`src/rtl/hall_pkg.sv`:
```
// hall_pkg: shared Hall-sensor definitions for the conditioner and the
// commutation logic.
//   HALL_INV0 / HALL_INV1 : the two codes a healthy 120-degree sensor set never shows
//   hall_fwd_next/prev    : neighbours of a code in the forward sequence
//                           100 -> 110 -> 010 -> 011 -> 001 -> 101 -> 100
//   hall_is_valid         : code is neither 000 nor 111
//   hall_classify         : classifies the step old -> new
package hall_pkg;

    localparam logic [2:0] HALL_INV0 = 3'b000;
    localparam logic [2:0] HALL_INV1 = 3'b111;

    // STEP_NONE: the step started from an invalid code and is not judged.
    typedef enum logic [1:0] {
        STEP_NONE,
        STEP_FWD,
        STEP_REV,
        STEP_BAD
    } step_e;

    // Invalid codes map to themselves, so they never match a real neighbour.
    function automatic logic [2:0] hall_fwd_next(input logic [2:0] code);
        logic [2:0] r;
        case (code)
            3'b100:  r = 3'b110;
            3'b110:  r = 3'b010;
            3'b010:  r = 3'b011;
            3'b011:  r = 3'b001;
            3'b001:  r = 3'b101;
            3'b101:  r = 3'b100;
            default: r = code;
        endcase
        return r;
    endfunction

    function automatic logic [2:0] hall_fwd_prev(input logic [2:0] code);
        logic [2:0] r;
        case (code)
            3'b100:  r = 3'b101;
            3'b110:  r = 3'b100;
            3'b010:  r = 3'b110;
            3'b011:  r = 3'b010;
            3'b001:  r = 3'b011;
            3'b101:  r = 3'b001;
            default: r = code;
        endcase
        return r;
    endfunction

    function automatic logic hall_is_valid(input logic [2:0] code);
        return (code != HALL_INV0) && (code != HALL_INV1);
    endfunction

    function automatic step_e hall_classify(input logic [2:0] old_code,
                                            input logic [2:0] new_code);
        step_e r;
        if (!hall_is_valid(old_code))
            r = STEP_NONE;
        else if (new_code == hall_fwd_next(old_code))
            r = STEP_FWD;
        else if (new_code == hall_fwd_prev(old_code))
            r = STEP_REV;
        else
            r = STEP_BAD;
        return r;
    endfunction

endpackage

```
`src/rtl/hall_sync_debounce.sv`:
```
// hall_sync_debounce: two-flop synchroniser, candidate register and debounce
// counter for the three Hall pins.
//   clk, rst_n : clock, synchronous active-low reset
//   hall_raw   : asynchronous sensor pins {H2,H1,H0}
//   h          : debounced code (registered)
//   hall_edge  : one-cycle pulse in the cycle h holds a new value
//   cand       : current candidate code (the value h is about to take)
//   commit     : high in the cycle whose rising edge loads cand into h;
//                lets the parent judge the step at the same edge
module hall_sync_debounce #(
    parameter int DEBOUNCE_CYCLES = 16
) (
    input  logic       clk,
    input  logic       rst_n,
    input  logic [2:0] hall_raw,
    output logic [2:0] h,
    output logic       hall_edge,
    output logic [2:0] cand,
    output logic       commit
);

    localparam logic [7:0] CNT_LAST = 8'(DEBOUNCE_CYCLES - 1);

    logic [2:0] s1;
    logic [2:0] s2;
    logic [7:0] cnt;

    // Candidate stable for DEBOUNCE_CYCLES comparisons and differs from h.
    assign commit = (s2 == cand) && (cand != h) && (cnt == CNT_LAST);

    always_ff @(posedge clk) begin
        if (!rst_n) begin
            s1        <= 3'b000;
            s2        <= 3'b000;
            cand      <= 3'b000;
            h         <= 3'b000;
            cnt       <= 8'd0;
            hall_edge <= 1'b0;
        end else begin
            s1        <= hall_raw;
            s2        <= s1;
            hall_edge <= 1'b0;
            if (s2 != cand) begin
                // Any change restarts the stability window.
                cand <= s2;
                cnt  <= 8'd0;
            end else if (cand != h) begin
                if (cnt == CNT_LAST) begin
                    h         <= cand;
                    hall_edge <= 1'b1;
                    cnt       <= 8'd0;
                end else begin
                    cnt <= cnt + 8'd1;
                end
            end else begin
                // Settled back on h: a pending change is dropped silently.
                cnt <= 8'd0;
            end
        end
    end

endmodule

```
`src/rtl/hall_conditioner.sv`:
```
// hall_conditioner: Hall sensor conditioning for one BLDC motor.
// Debounces the raw pins, classifies each step of the debounced code as
// forward / reverse / illegal and measures the cycle spacing of legal steps.
//   clk, rst_n   : clock, synchronous active-low reset
//   hall_raw     : asynchronous sensor pins {H2,H1,H0}
//   h            : debounced Hall code
//   hall_valid   : h is neither 000 nor 111
//   hall_edge    : one-cycle pulse when h changes
//   dir          : 1 forward, 0 reverse (legal steps only)
//   fault        : one-cycle pulse on an illegal step
//   stalled      : period counter saturated
//   period       : cycles between the last two legal steps
//   period_valid : one-cycle pulse when period updates
// Build option: HALL_PERIOD_EN builds the period counter; when undefined,
// period, period_valid and stalled are tied to 0.
module hall_conditioner
    import hall_pkg::*;
#(
    parameter int DEBOUNCE_CYCLES = 16,
    parameter int PERIOD_W        = 20
) (
    input  logic                clk,
    input  logic                rst_n,
    input  logic [2:0]          hall_raw,
    output logic [2:0]          h,
    output logic                hall_valid,
    output logic                hall_edge,
    output logic                dir,
    output logic                fault,
    output logic                stalled,
    output logic [PERIOD_W-1:0] period,
    output logic                period_valid
);

    logic [2:0] cand;
    logic       commit;
    step_e      step;

    hall_sync_debounce #(
        .DEBOUNCE_CYCLES(DEBOUNCE_CYCLES)
    ) u_debounce (
        .clk      (clk),
        .rst_n    (rst_n),
        .hall_raw (hall_raw),
        .h        (h),
        .hall_edge(hall_edge),
        .cand     (cand),
        .commit   (commit)
    );

    // h still holds the old code while commit is high, cand the new one.
    always_comb step = hall_classify(h, cand);

    always_ff @(posedge clk) begin
        if (!rst_n) begin
            hall_valid <= 1'b0;
            dir        <= 1'b1;
            fault      <= 1'b0;
        end else begin
            fault <= 1'b0;
            if (commit) begin
                hall_valid <= hall_is_valid(cand);
                case (step)
                    STEP_FWD: dir   <= 1'b1;
                    STEP_REV: dir   <= 1'b0;
                    STEP_BAD: fault <= 1'b1;
                    default:  ;
                endcase
            end
        end
    end

`ifdef HALL_PERIOD_EN
    localparam logic [PERIOD_W-1:0] PC_MAX = '1;
    localparam logic [PERIOD_W-1:0] PC_ONE = PERIOD_W'(1);

    logic [PERIOD_W-1:0] pc;
    logic                prev_legal;
    logic                legal;

    assign legal = (step == STEP_FWD) || (step == STEP_REV);

    // pc restarts on the cycle after the commit edge, so at the next commit
    // it holds (distance - 1); stalled mirrors pc == PC_MAX.
    always_ff @(posedge clk) begin
        if (!rst_n) begin
            pc           <= PC_MAX;
            stalled      <= 1'b1;
            period       <= '0;
            period_valid <= 1'b0;
            prev_legal   <= 1'b0;
        end else begin
            period_valid <= 1'b0;
            if (hall_edge) begin
                pc      <= PC_ONE;
                stalled <= 1'b0;
            end else if (pc != PC_MAX) begin
                pc      <= pc + PC_ONE;
                stalled <= ((pc + PC_ONE) == PC_MAX);
            end else begin
                stalled <= 1'b1;
            end

            if (commit) begin
                prev_legal <= legal;
                if (legal && prev_legal && !stalled) begin
                    period       <= pc + PC_ONE;
                    period_valid <= 1'b1;
                end
            end
        end
    end
`else
    assign stalled      = 1'b0;
    assign period       = '0;
    assign period_valid = 1'b0;
`endif

endmodule

```
`config.mk`:
```
export PLATFORM = sky130hd
export DESIGN_NAME = hall_conditioner
export DESIGN_NICKNAME = d
export VERILOG_FILES = /design/src/rtl/hall_pkg.sv /design/src/rtl/hall_sync_debounce.sv /design/src/rtl/hall_conditioner.sv
export SDC_FILE = /design/constraint.sdc
export NUM_CORES = 1
export LEC_CHECK = 0
export CAP_MARGIN = 20
export CORE_MARGIN = 2
export CORE_UTILIZATION = 45
export CTS_BUF_LIST = sky130_fd_sc_hd__clkbuf_4
export DETAILED_ROUTE_END_ITERATION = 16
export GPL_ROUTABILITY_DRIVEN = 0
export GPL_TIMING_DRIVEN = 0
export PLACE_DENSITY = 0.77
export SETUP_SLACK_MARGIN = 0.3
export SYNTH_ARGS = -nofsm -noshare
export SYNTH_HDL_FRONTEND = slang
export SYNTH_HIERARCHICAL = 1
export SYNTH_SLANG_ARGS = --single-unit
```
`constraint.sdc`:
```
create_clock -name clk -period 1.9 [get_ports clk]
set_input_delay 0.19 -clock clk [delete_from_list [all_inputs] [get_ports clk]]
set_output_delay 0.19 -clock clk [all_outputs]
set_load 0.1 [all_outputs]
```
== Yosys cells after proc, flatten, opt, wreduce, memory -nomap -nowiden ==
Index checks and enable logic that the tools add are counted.

* Add/sub/neg operators: 1
* $mul: 0
* Divide/modulo/power cells: 0
* Order comparisons: 0
* Equality and inequality tests: 17
* Shift-type cells: 0
* Muxes and demuxes: 11
* Bitwise operators: 3
* Reductions and logical operators: 12

{| class="wikitable"
|+ Operators with widths
! kind !! count
|-
| $pmux W3 S6 || 2
|-
| $eq A3 B3 Y1 || 3
|-
| $eq A3 B3 Y1 const B || 3
|-
| $mux W3 || 3
|-
| $add A8 B1 Y8 const B || 1
|-
| $eq A8 B4 Y1 const B || 1
|-
| $eq A3 B2 Y1 const B || 2
|-
| $ne A3 B3 Y1 || 2
|-
| $ne A3 B3 Y1 const B || 2
|-
| $reduce_bool A3 Y1 || 2
|-
| $eq A2 B2 Y1 const B || 2
|-
| $logic_and A1 B1 Y1 || 4
|-
| $mux W2 || 2
|-
| $reduce_and A2 Y1 || 2
|-
| $reduce_or A4 Y1 || 1
|-
| $eq A3 B1 Y1 const B || 1
|-
| $mux W1 || 3
|-
| $not A1 Y1 || 3
|-
| $reduce_and A3 Y1 || 1
|-
| $reduce_or A3 Y1 || 1
|-
| $eq A2 B1 Y1 const B || 1
|-
| $pmux W1 S2 || 1
|-
| $reduce_bool A2 Y1 || 1
|}

* Register bits after elaboration: 24
* Latch bits: 0
* RAM bits: 0
* Memory bits (read-only): 0
* Bits of input ports: 5
* Word-level logic and storage cells: 53
* Memories: 0

== Logic depth before layout (Yosys ltp) ==
Gate-level depths: netlist of run 1.

* Depth after elaboration: 13
* Depth in mapped cells: 9

== Modules after synthesis ==
The synthesis of run 1 kept the hierarchy.

{| class="wikitable"
|+ Modules (own cells, without submodules)
! module !! times used !! cells an instance !! area each (µm²)
|-
| hall_sync_debounce || 1 || 79 || 792.0
|-
| hall_conditioner || 1 || 66 || 534.3
|}

== Worst setup path before layout of run 1 ==
OpenSTA, ideal clock, no wires.

* Path kind: register -> register
* Start: register u_debounce.h[1]
* End: register dir
* Data arrival time: 2.525 ns
* Setup slack: -0.752 ns
* Cell stages (with the launch flop): 10
* Path buffers: 1
* Clock period less this slack: 2.652 ns
* Cell sequence: dfxtp_1 buf_2 nor2_1 a22oi_1 nor3b_1 a2111oi_2 ha_1 nand2b_1 nand2_1 o211ai_1

* Longest elaborated chain between the ends: 11
* Elaborated cells on any way between the ends: 27
* Classes of those cells: eq/ne: 12; mux: 9; reduce/logical: 6

{| class="wikitable"
|+ RTL lines
! item !! line !! RTL
|-
| start, declared || hall_sync_debounce.sv:16 || <nowiki>output logic [2:0] h,</nowiki>
|-
| start signal, assigned || hall_sync_debounce.sv:49 || <nowiki>h <= cand;</nowiki>
|-
| $eq A3 B3 Y1 (tied with other cells) || hall_pkg.sv:24, hall_pkg.sv:38 ||
|-
| $pmux W3 S6 || hall_pkg.sv:38 || <nowiki>case (code)</nowiki>
|-
| $mux W3 || hall_pkg.sv:59 || <nowiki>else if (new_code == hall_fwd_next(old_code))</nowiki>
|-
| $mux W3 || hall_pkg.sv:57 || <nowiki>if (!hall_is_valid(old_code))</nowiki>
|-
| $eq A3 B3 Y1 || hall_pkg.sv:61 || <nowiki>else if (new_code == hall_fwd_prev(old_code))</nowiki>
|-
| $mux W1 || hall_pkg.sv:61 ||
|-
| $mux W2 || hall_pkg.sv:59 ||
|-
| $mux W2 || hall_pkg.sv:57 ||
|-
| $eq A2 B2 Y1 or $eq A2 B1 Y1 (tied branches) || hall_conditioner.sv:63 || <nowiki>case (step)</nowiki>
|-
| $reduce_bool A2 Y1 (no line) || n/a ||
|-
| $reduce_and A2 Y1 (no line) || n/a ||
|-
| end signal, assigned || hall_conditioner.sv:57 || <nowiki>dir <= 1'b1;</nowiki>
|-
| end signal, assigned || hall_conditioner.sv:64 || <nowiki>STEP_FWD: dir <= 1'b1;</nowiki>
|-
| end signal, assigned || hall_conditioner.sv:65 || <nowiki>STEP_REV: dir <= 1'b0;</nowiki>
|-
| end, declared || hall_conditioner.sv:28 || <nowiki>output logic dir,</nowiki>
|}

Parallel ways exist; a longest one is shown, timed or not. The select of a mux whose other input is x is not followed.
A chain may end at the register's enable or synchronous reset.

== Worst setup path in the final report of run 1 ==
* Start: register u_debounce.cand[0]
* End: register dir

* Longest elaborated chain between the ends: 7
* Elaborated cells on any way between the ends: 14
* Classes of those cells: eq/ne: 6; mux: 4; reduce/logical: 4

{| class="wikitable"
|+ RTL lines
! item !! line !! RTL
|-
| start, declared || hall_sync_debounce.sv:18 || <nowiki>output logic [2:0] cand,</nowiki>
|-
| start signal, assigned || hall_sync_debounce.sv:35 || <nowiki>cand <= 3'b000;</nowiki>
|-
| start signal, assigned || hall_sync_debounce.sv:45 || <nowiki>cand <= s2;</nowiki>
|-
| $eq A3 B3 Y1 || hall_pkg.sv:61 ||
|-
| $mux W1 || hall_pkg.sv:61 ||
|-
| $mux W2 || hall_pkg.sv:59 ||
|-
| $mux W2 || hall_pkg.sv:57 ||
|-
| $eq A2 B2 Y1 or $eq A2 B1 Y1 (tied branches) || hall_conditioner.sv:63 ||
|-
| $reduce_bool A2 Y1 (no line) || n/a ||
|-
| $reduce_and A2 Y1 (no line) || n/a ||
|}

Parallel ways exist; a longest one is shown, timed or not.

==> flow_summary.json, run 1 <==
{
  "final_nets": 208,
  "muxShareOfSynthArea": 0.0226,
  "grt_max_degree": 15,
  "synth_cell_types": 36,
  "core-area_um2": 2780,
  "leakage_nw": 0.799,
  "tightest_slew_ps": 954,
  "chipHeight_um": 58.3,
  "rsz0062_at_grt": "true",
  "drt_iter0_drc": 36,
  "critPathLaunchType": "flip-flop",
  "drc": 0,
  "die_area_um2": 3400,
  "status": "finished with violations",
  "hp-class": "flip-flop to flip-flop",
  "die_x_um": 58.3,
  "grt_pass1_wl_um": 3920,
  "start_util": 0.477,
  "io_pins": 34,
  "min_period_ps": 1920,
  "relSlewSlack": 0.366,
  "rows": 19,
  "dp_hpwl_um": 1670,
  "portBuffers": 11,
  "synth_top_family_by_area": "simple AND/OR/NAND/NOR gates",
  "clk_path_buf_depth": 2,
  "synth_compound_area_frac": 0.0764,
  "finalHoldViolCount": 0,
  "violations": "setup timing",
  "yosysTopAreaCell": "dfxtp_1",
  "clockRootBuffer": "clkbuf_4",
  "antenna_found_initial": 0,
  "synth_seq_cells": 24,
  "postRouteAntennaNets": 0,
  "grt_pass1_vias": 982,
  "area_growth_pct": 42.5,
  "arrival_ps": 2120,
  "vias": 1076,
  "seq_area_frac_synth": 0.362,
  "cts_buffers": 3,
  "synth.top_cell.area_share": 0.362,
  "setup_viol": 1,
  "clkTransAtPathRegs_ps": 130,
  "ys_warn_count": 6,
  "dr.pass1.iters": 4,
  "grt_usage": 0.149,
  "clock_sinks": 24,
  "diodes": 0,
  "skew_ps": 2.80,
  "crit_type": "flip-flop to flip-flop",
  "slew_viol_final": 0,
  "utilization": 0.680,
  "yosys.area_share.simple": 0.268,
  "path_max_fanout": 5,
  "place_area_um2": 1580,
  "synth_area_leaders": "dfxtp_1, buf_4, xnor2_1",
  "syn_area_per_cell_um2": 9.15,
  "yosys.area_share.xor_xnor": 0.0792,
  "syn_inst": 145,
  "ir_drop_uv": 628,
  "fin_cells": 230,
  "h-tree-depth": 1,
  "max_freq_mhz": 522,
  "cts_tree": "yes",
  "gr-total-overflow": 0,
  "synthAdderAreaFrac": 0.0283,
  "layout_setup_ws_ps": -17.0,
  "min_period_over_period": 1.01,
  "power.density_nw_per_um2": 610,
  "viasPerCell": 4.68,
  "fin_area_um2": 1890,
  "wl_um": 2500,
  "avgRoutedWirePerCell_um": 10.9,
  "syn_area_um2": 1330,
  "required_ps": 2100,
  "maxCapViolations": 0,
  "clock_latency_ps": 310,
  "endpoint_kind": "flip-flop",
  "drive_above_1_share": 0.427,
  "dp.cells": 208
}
flip-flops by register name, indices dropped and copies added (netlist names):
signal / flops
dir: 1
fault: 1
hall_valid: 1
u_debounce/cand: 3
u_debounce/cnt: 8
u_debounce/h: 3
u_debounce/hall_edge: 1
u_debounce/s1: 3
u_debounce/s2: 3
placed cells by master (no fill, tap or decap), types with 2 or more instances in the layout:
| master | n |
|---|---|
| nor3b_4 | 2 |
| buf_6 | 5 |
| clkbuf_4 | 3 |
| clkbuf_1 | 2 |
| nand3b_1 | 3 |
| xor2_1 | 2 |
| nor2_1 | 9 |
| nor3b_2 | 2 |
| inv_1 | 2 |
| nor3_1 | 2 |
| ha_1 | 2 |
| conb_1 | 22 |
| nand2b_4 | 2 |
| and2_1 | 10 |
| clkdlybuf4s50_1 | 4 |
| nand3_1 | 5 |
| mux2i_1 | 3 |
| a21boi_2 | 2 |
| xnor2_1 | 9 |
| nand2_1 | 12 |
| clkdlybuf4s15_2 | 6 |
| dfxtp_2 | 2 |
| buf_4 | 37 |
| dfxtp_4 | 6 |
| dfxtp_1 | 16 |
layout make-up:
cell class	count	area (um^2)
fillers	227	891
multi-input cells	112	803
flip-flops and latches	24	505
repair buffers	29	272
plain buffers	28	211
well taps	31	38.8
clock inverters	1	30.0
clock buffers	3	22.5
inverters	2	7.51
cells in the mapped netlist:
cell type   n
a21boi_1    2
nand4bb_1   1
nor3b_2     2
xor2_1      2
nor2_1     11
clkbuf_1    2
buf_2       2
ha_1        3
o21ai_0     1
nand3_1     6
inv_1       2
o21ai_2     1
xnor2_1    10
nor4_2      1
a2111o_1    1
nor3b_4     1
dfxtp_1    24
a21boi_2    1
and3b_1     1
mux2i_1     3
buf_4      22
nand2_1    13
conb_1      1
a22oi_1     1
a21oi_1     1
buf_6       2
nor3_1      3
o211ai_1    1
nor2b_1     2
or3_1       1
nand2b_1    2
and2_1     10
and3_1      2
nand3b_1    3
a2111oi_2   2
nor3b_1     2
final timing paths:
path | startpoint | slack (ps) | to | cells past startpoint
hold / removal | u_debounce/cnt[0] | 430 | u_debounce/cnt[0] | 1
setup reg to reg | u_debounce/cand[0] | -20 | dir | 9
setup / recovery | u_debounce/cand[0] | -20 | dir | 9
hold reg to reg | u_debounce/cnt[0] | 430 | u_debounce/cnt[0] | 1
where the power goes:
part	switching, mW	internal, mW
clock	0.149	0.213
combinational	0.217	0.0631
sequential	0.00614	0.504
metal layers:
layer | wire [um] | vias to the layer above | global-route usage
met5 | 0 | - | 0
met3 | 103 | 13 | 0.0132
met4 | 104 | 0 | 0.0797
li1 | - | 546 | -
met2 | 1360 | 40 | 0.287
met1 | 939 | 477 | 0.157
worst max-delay path, stage by stage (launching register included):
cell and delay, ps:
dfxtp_4 370, buf_6 120, nor3b_4 140, o21ai_2 130, a21boi_2 80, a2111o_1 360, ha_1 300, nand2b_4 150
nand2_2 60, o211ai_1 90
through the flow:
step	setup TNS [ps]	hold slack (ps)	total power, mW	setup slack, ps
after global routing	-121	441	1.19	-91.5
final	-17.0	428	1.15	-17.0
after CTS	0	435	1.16	48.6
after floorplan	-87.4	279	0.778	-87.4
after global placement	-117	415	0.791	-117
after detailed placement	-176	419	0.793	-176
cells by family (layout without fill, tap and decap cells):
group | after synthesis | after routing
simple gates | 61 | 61
buf+inv | 30 | 63
flops | 24 | 24
xor+xnor | 12 | 12
compound gates | 11 | 11
fa+ha+maj | 3 | 3
mux | 3 | 3
other cells | 1 | 22
repair_timing:
item                       CTS  global route
setup endpoints to repair   13             7
setup buffers               13             4
gates cloned                 1             0
pin swaps                    9            11
hold buffers                 0             0
resized for setup           30            15
Power figures use the tool's default switching activity.
==> inputs of run 2 (changes only) <==
Settings changed: SLEW_MARGIN set to 20.
==> results of run 2 <==
Same layout as run 1: the final DEF is identical, and so are final timing and power.
==> inputs of run 3 (changes only) <==
Settings changed: CORE_UTILIZATION 45 to 43, CTS_BUF_LIST sky130_fd_sc_hd__clkbuf_4 to sky130_fd_sc_hd__clkbuf_8 sky130_fd_sc_hd__clkbuf_16, PLACE_DENSITY 0.77 to 0.74.
==> flow_summary.json, run 3 (synthesis gave the netlist of run 1 again) <==
{
  "tightest_slew_ps": 957,
  "grt_pass1_vias": 1021,
  "rows": 20,
  "io_pins": 34,
  "p_comb_frac": 0.260,
  "holdWs_ps": 423,
  "min_period_over_period": 0.980,
  "start_util": 0.442,
  "skew_ps": 3.85,
  "ir_drop_uv": 445,
  "path_cells": "buf_6 > buf_4 > nand3b_1 > nand2_2 > a2111o_1 > ha_1 > nand2b_4 > nand2_1 > o211ai_1",
  "cts_buffers": 3,
  "rsz0062_at_grt": "true",
  "drt-met1-wl_um": 916,
  "worst_hold_path.endpoint": "u_debounce/cnt[0]",
  "wl_um": 2390,
  "die_area_um2": 3540,
  "reg2reg_setup_slack_ps": 40,
  "internal_power_mw": 0.711,
  "min_period_ps": 1860,
  "path_max_fanout": 5,
  "drive_above_1_share": 0.421,
  "dp_hpwl_um": 1640,
  "die_x_um": 59.5,
  "leakage_nw": 0.769,
  "postRouteAntennaNets": 0,
  "relSlewSlack": 0.365,
  "clock_sinks": 24,
  "gr-total-overflow": 0,
  "clk_path_buf_depth": 2,
  "slowest_stage": "a2111o_1",
  "hp-class": "flip-flop to flip-flop",
  "drc": 0,
  "h-tree-depth": 1,
  "crit_path_max_incr_delay_ps": 370,
  "clock_latency_ps": 260,
  "chipHeight_um": 59.5,
  "mostFrequentLayoutCells": "buf_4, conb_1, dfxtp_1",
  "holdPathStages": 1,
  "viasPerCell": 4.58,
  "required_ps": 2040,
  "setup_viol": 0,
  "worstHoldStart": "u_debounce/cnt[0]",
  "avgRoutedWirePerCell_um": 10.5,
  "crit_type": "flip-flop to flip-flop",
  "arrival_ps": 2000,
  "dp.cells": 210,
  "ctsHoldBuffers": 0,
  "finalHoldViolCount": 0,
  "grt_usage": 0.146,
  "diodes": 0,
  "final_common_cell": "buf_4",
  "portBuffers": 11,
  "critPathLaunchType": "flip-flop",
  "final_nets": 204,
  "area_growth_pct": 39.5,
  "cts_tree": "yes",
  "regMostFlops": "u_debounce/cnt",
  "slew_viol_final": 0,
  "utilization": 0.616,
  "maxCapViolations": 0,
  "top_layer": "met4",
  "grt_max_degree": 14,
  "rr_endpoint": "dir",
  "clockRootBuffer": "clkbuf_8",
  "rr_worst_depth": 9,
  "largest_reg_flops": 8,
  "grt_pass1_wl_um": 3980,
  "fin_cells": 228,
  "dr.pass1.iters": 4,
  "max_freq_mhz": 537,
  "routed-wl-met2_um": 1350,
  "drt_iter0_drc": 44,
  "r2r-start": "u_debounce/cand[0]",
  "seqPwrFrac": 0.473,
  "core-area_um2": 3000,
  "clkTransAtPathRegs_ps": 80,
  "total_power_mw": 1.08,
  "vias": 1044,
  "p_clk_frac": 0.267,
  "wl_met3_um": 81,
  "p_sw_mw": 0.368,
  "power.density_nw_per_um2": 583,
  "swShare": 0.341,
  "antenna_found_initial": 0,
  "status": "completed",
  "endpoint_kind": "flip-flop"
}
-- run 3: cell count changes in the layout (fill, tap and decap cells not counted), moves of 2 or more --
cell             before  now
buf_4                37   34
clkbuf_2              0    2
clkbuf_4              3    0
clkbuf_8              0    3
clkdlybuf4s15_2       6    4
nand2_1              12   10
nand2_2               1    3
nor2b_4               0    2
-- run 3: power by group through the flow --
stage / combinational [mW] / sequential, mW / clock, mW
6_report: 0.280 / 0.511 / 0.288
3_5_place_dp: 0.268 / 0.525 / 0
3_3_place_gp: 0.267 / 0.525 / 0
5_1_grt: 0.293 / 0.512 / 0.321
2_1_floorplan: 0.255 / 0.524 / 0
4_1_cts: 0.275 / 0.510 / 0.303
-- run 3: metrics by stage --
step / cell area, um^2 / TNS, ps / worst slack [ps]
finish: 1850 / 0 / 38.5
global route: 1850 / -30.9 / -30.9
CTS: 1770 / 0 / 55.9
detailed placement: 1590 / -195 / -195
global placement: 1590 / -126 / -126
floorplan: 1440 / -87.4 / -87.4
-- run 3: layout make-up --
| type | count | area, um^2 |
|---|---|---|
| Multi-Input combinational cell | 112 | 820 |
| Timing Repair Buffer | 25 | 216 |
| Clock buffer | 3 | 41.3 |
| Buffer | 28 | 215 |
| Inverter | 2 | 7.51 |
| Fill cell | 270 | 1150 |
| Clock inverter | 1 | 3.75 |
| Tap cell | 33 | 41.3 |
| Sequential cell | 24 | 505 |
-- run 3: worst max path at each step --
stage          slack, ps  endpoint                from  cells after the start
2_1_floorplan        -90       dir     u_debounce/h[1]                      9
3_3_place_gp        -130       dir  u_debounce/cand[2]                      8
3_5_place_dp        -200       dir  u_debounce/cand[2]                      8
4_1_cts               60       dir  u_debounce/cand[1]                      9
5_1_grt              -30       dir     u_debounce/h[1]                      9
6_report              40       dir  u_debounce/cand[0]                      9
-- run 3: timing repair --
action,4_1_cts,5_1_grt
buffers inserted,12,2
gates resized for setup,27,23
endpoints found under the setup margin,13,9
pin swaps,9,12
-- run 3: worst max-delay path, delay by kind of cell, from the launching register on --
kind / cells / cell delay (ps)
buffers and inverters: 2 / 240
adder cells (fa/ha/maj): 1 / 300
AND/OR/NAND/NOR: 4 / 390
AO/OA/AOI/OAI: 2 / 460
flip-flops: 1 / 350
-- run 3: per-layer routing --
metal / vias up / global-route usage
met3: 6 / 0.0218
li1: 541 / -
met1: 473 / 0.140
met4: 0 / 0.0794
met5: - / 0
met2: 24 / 0.289
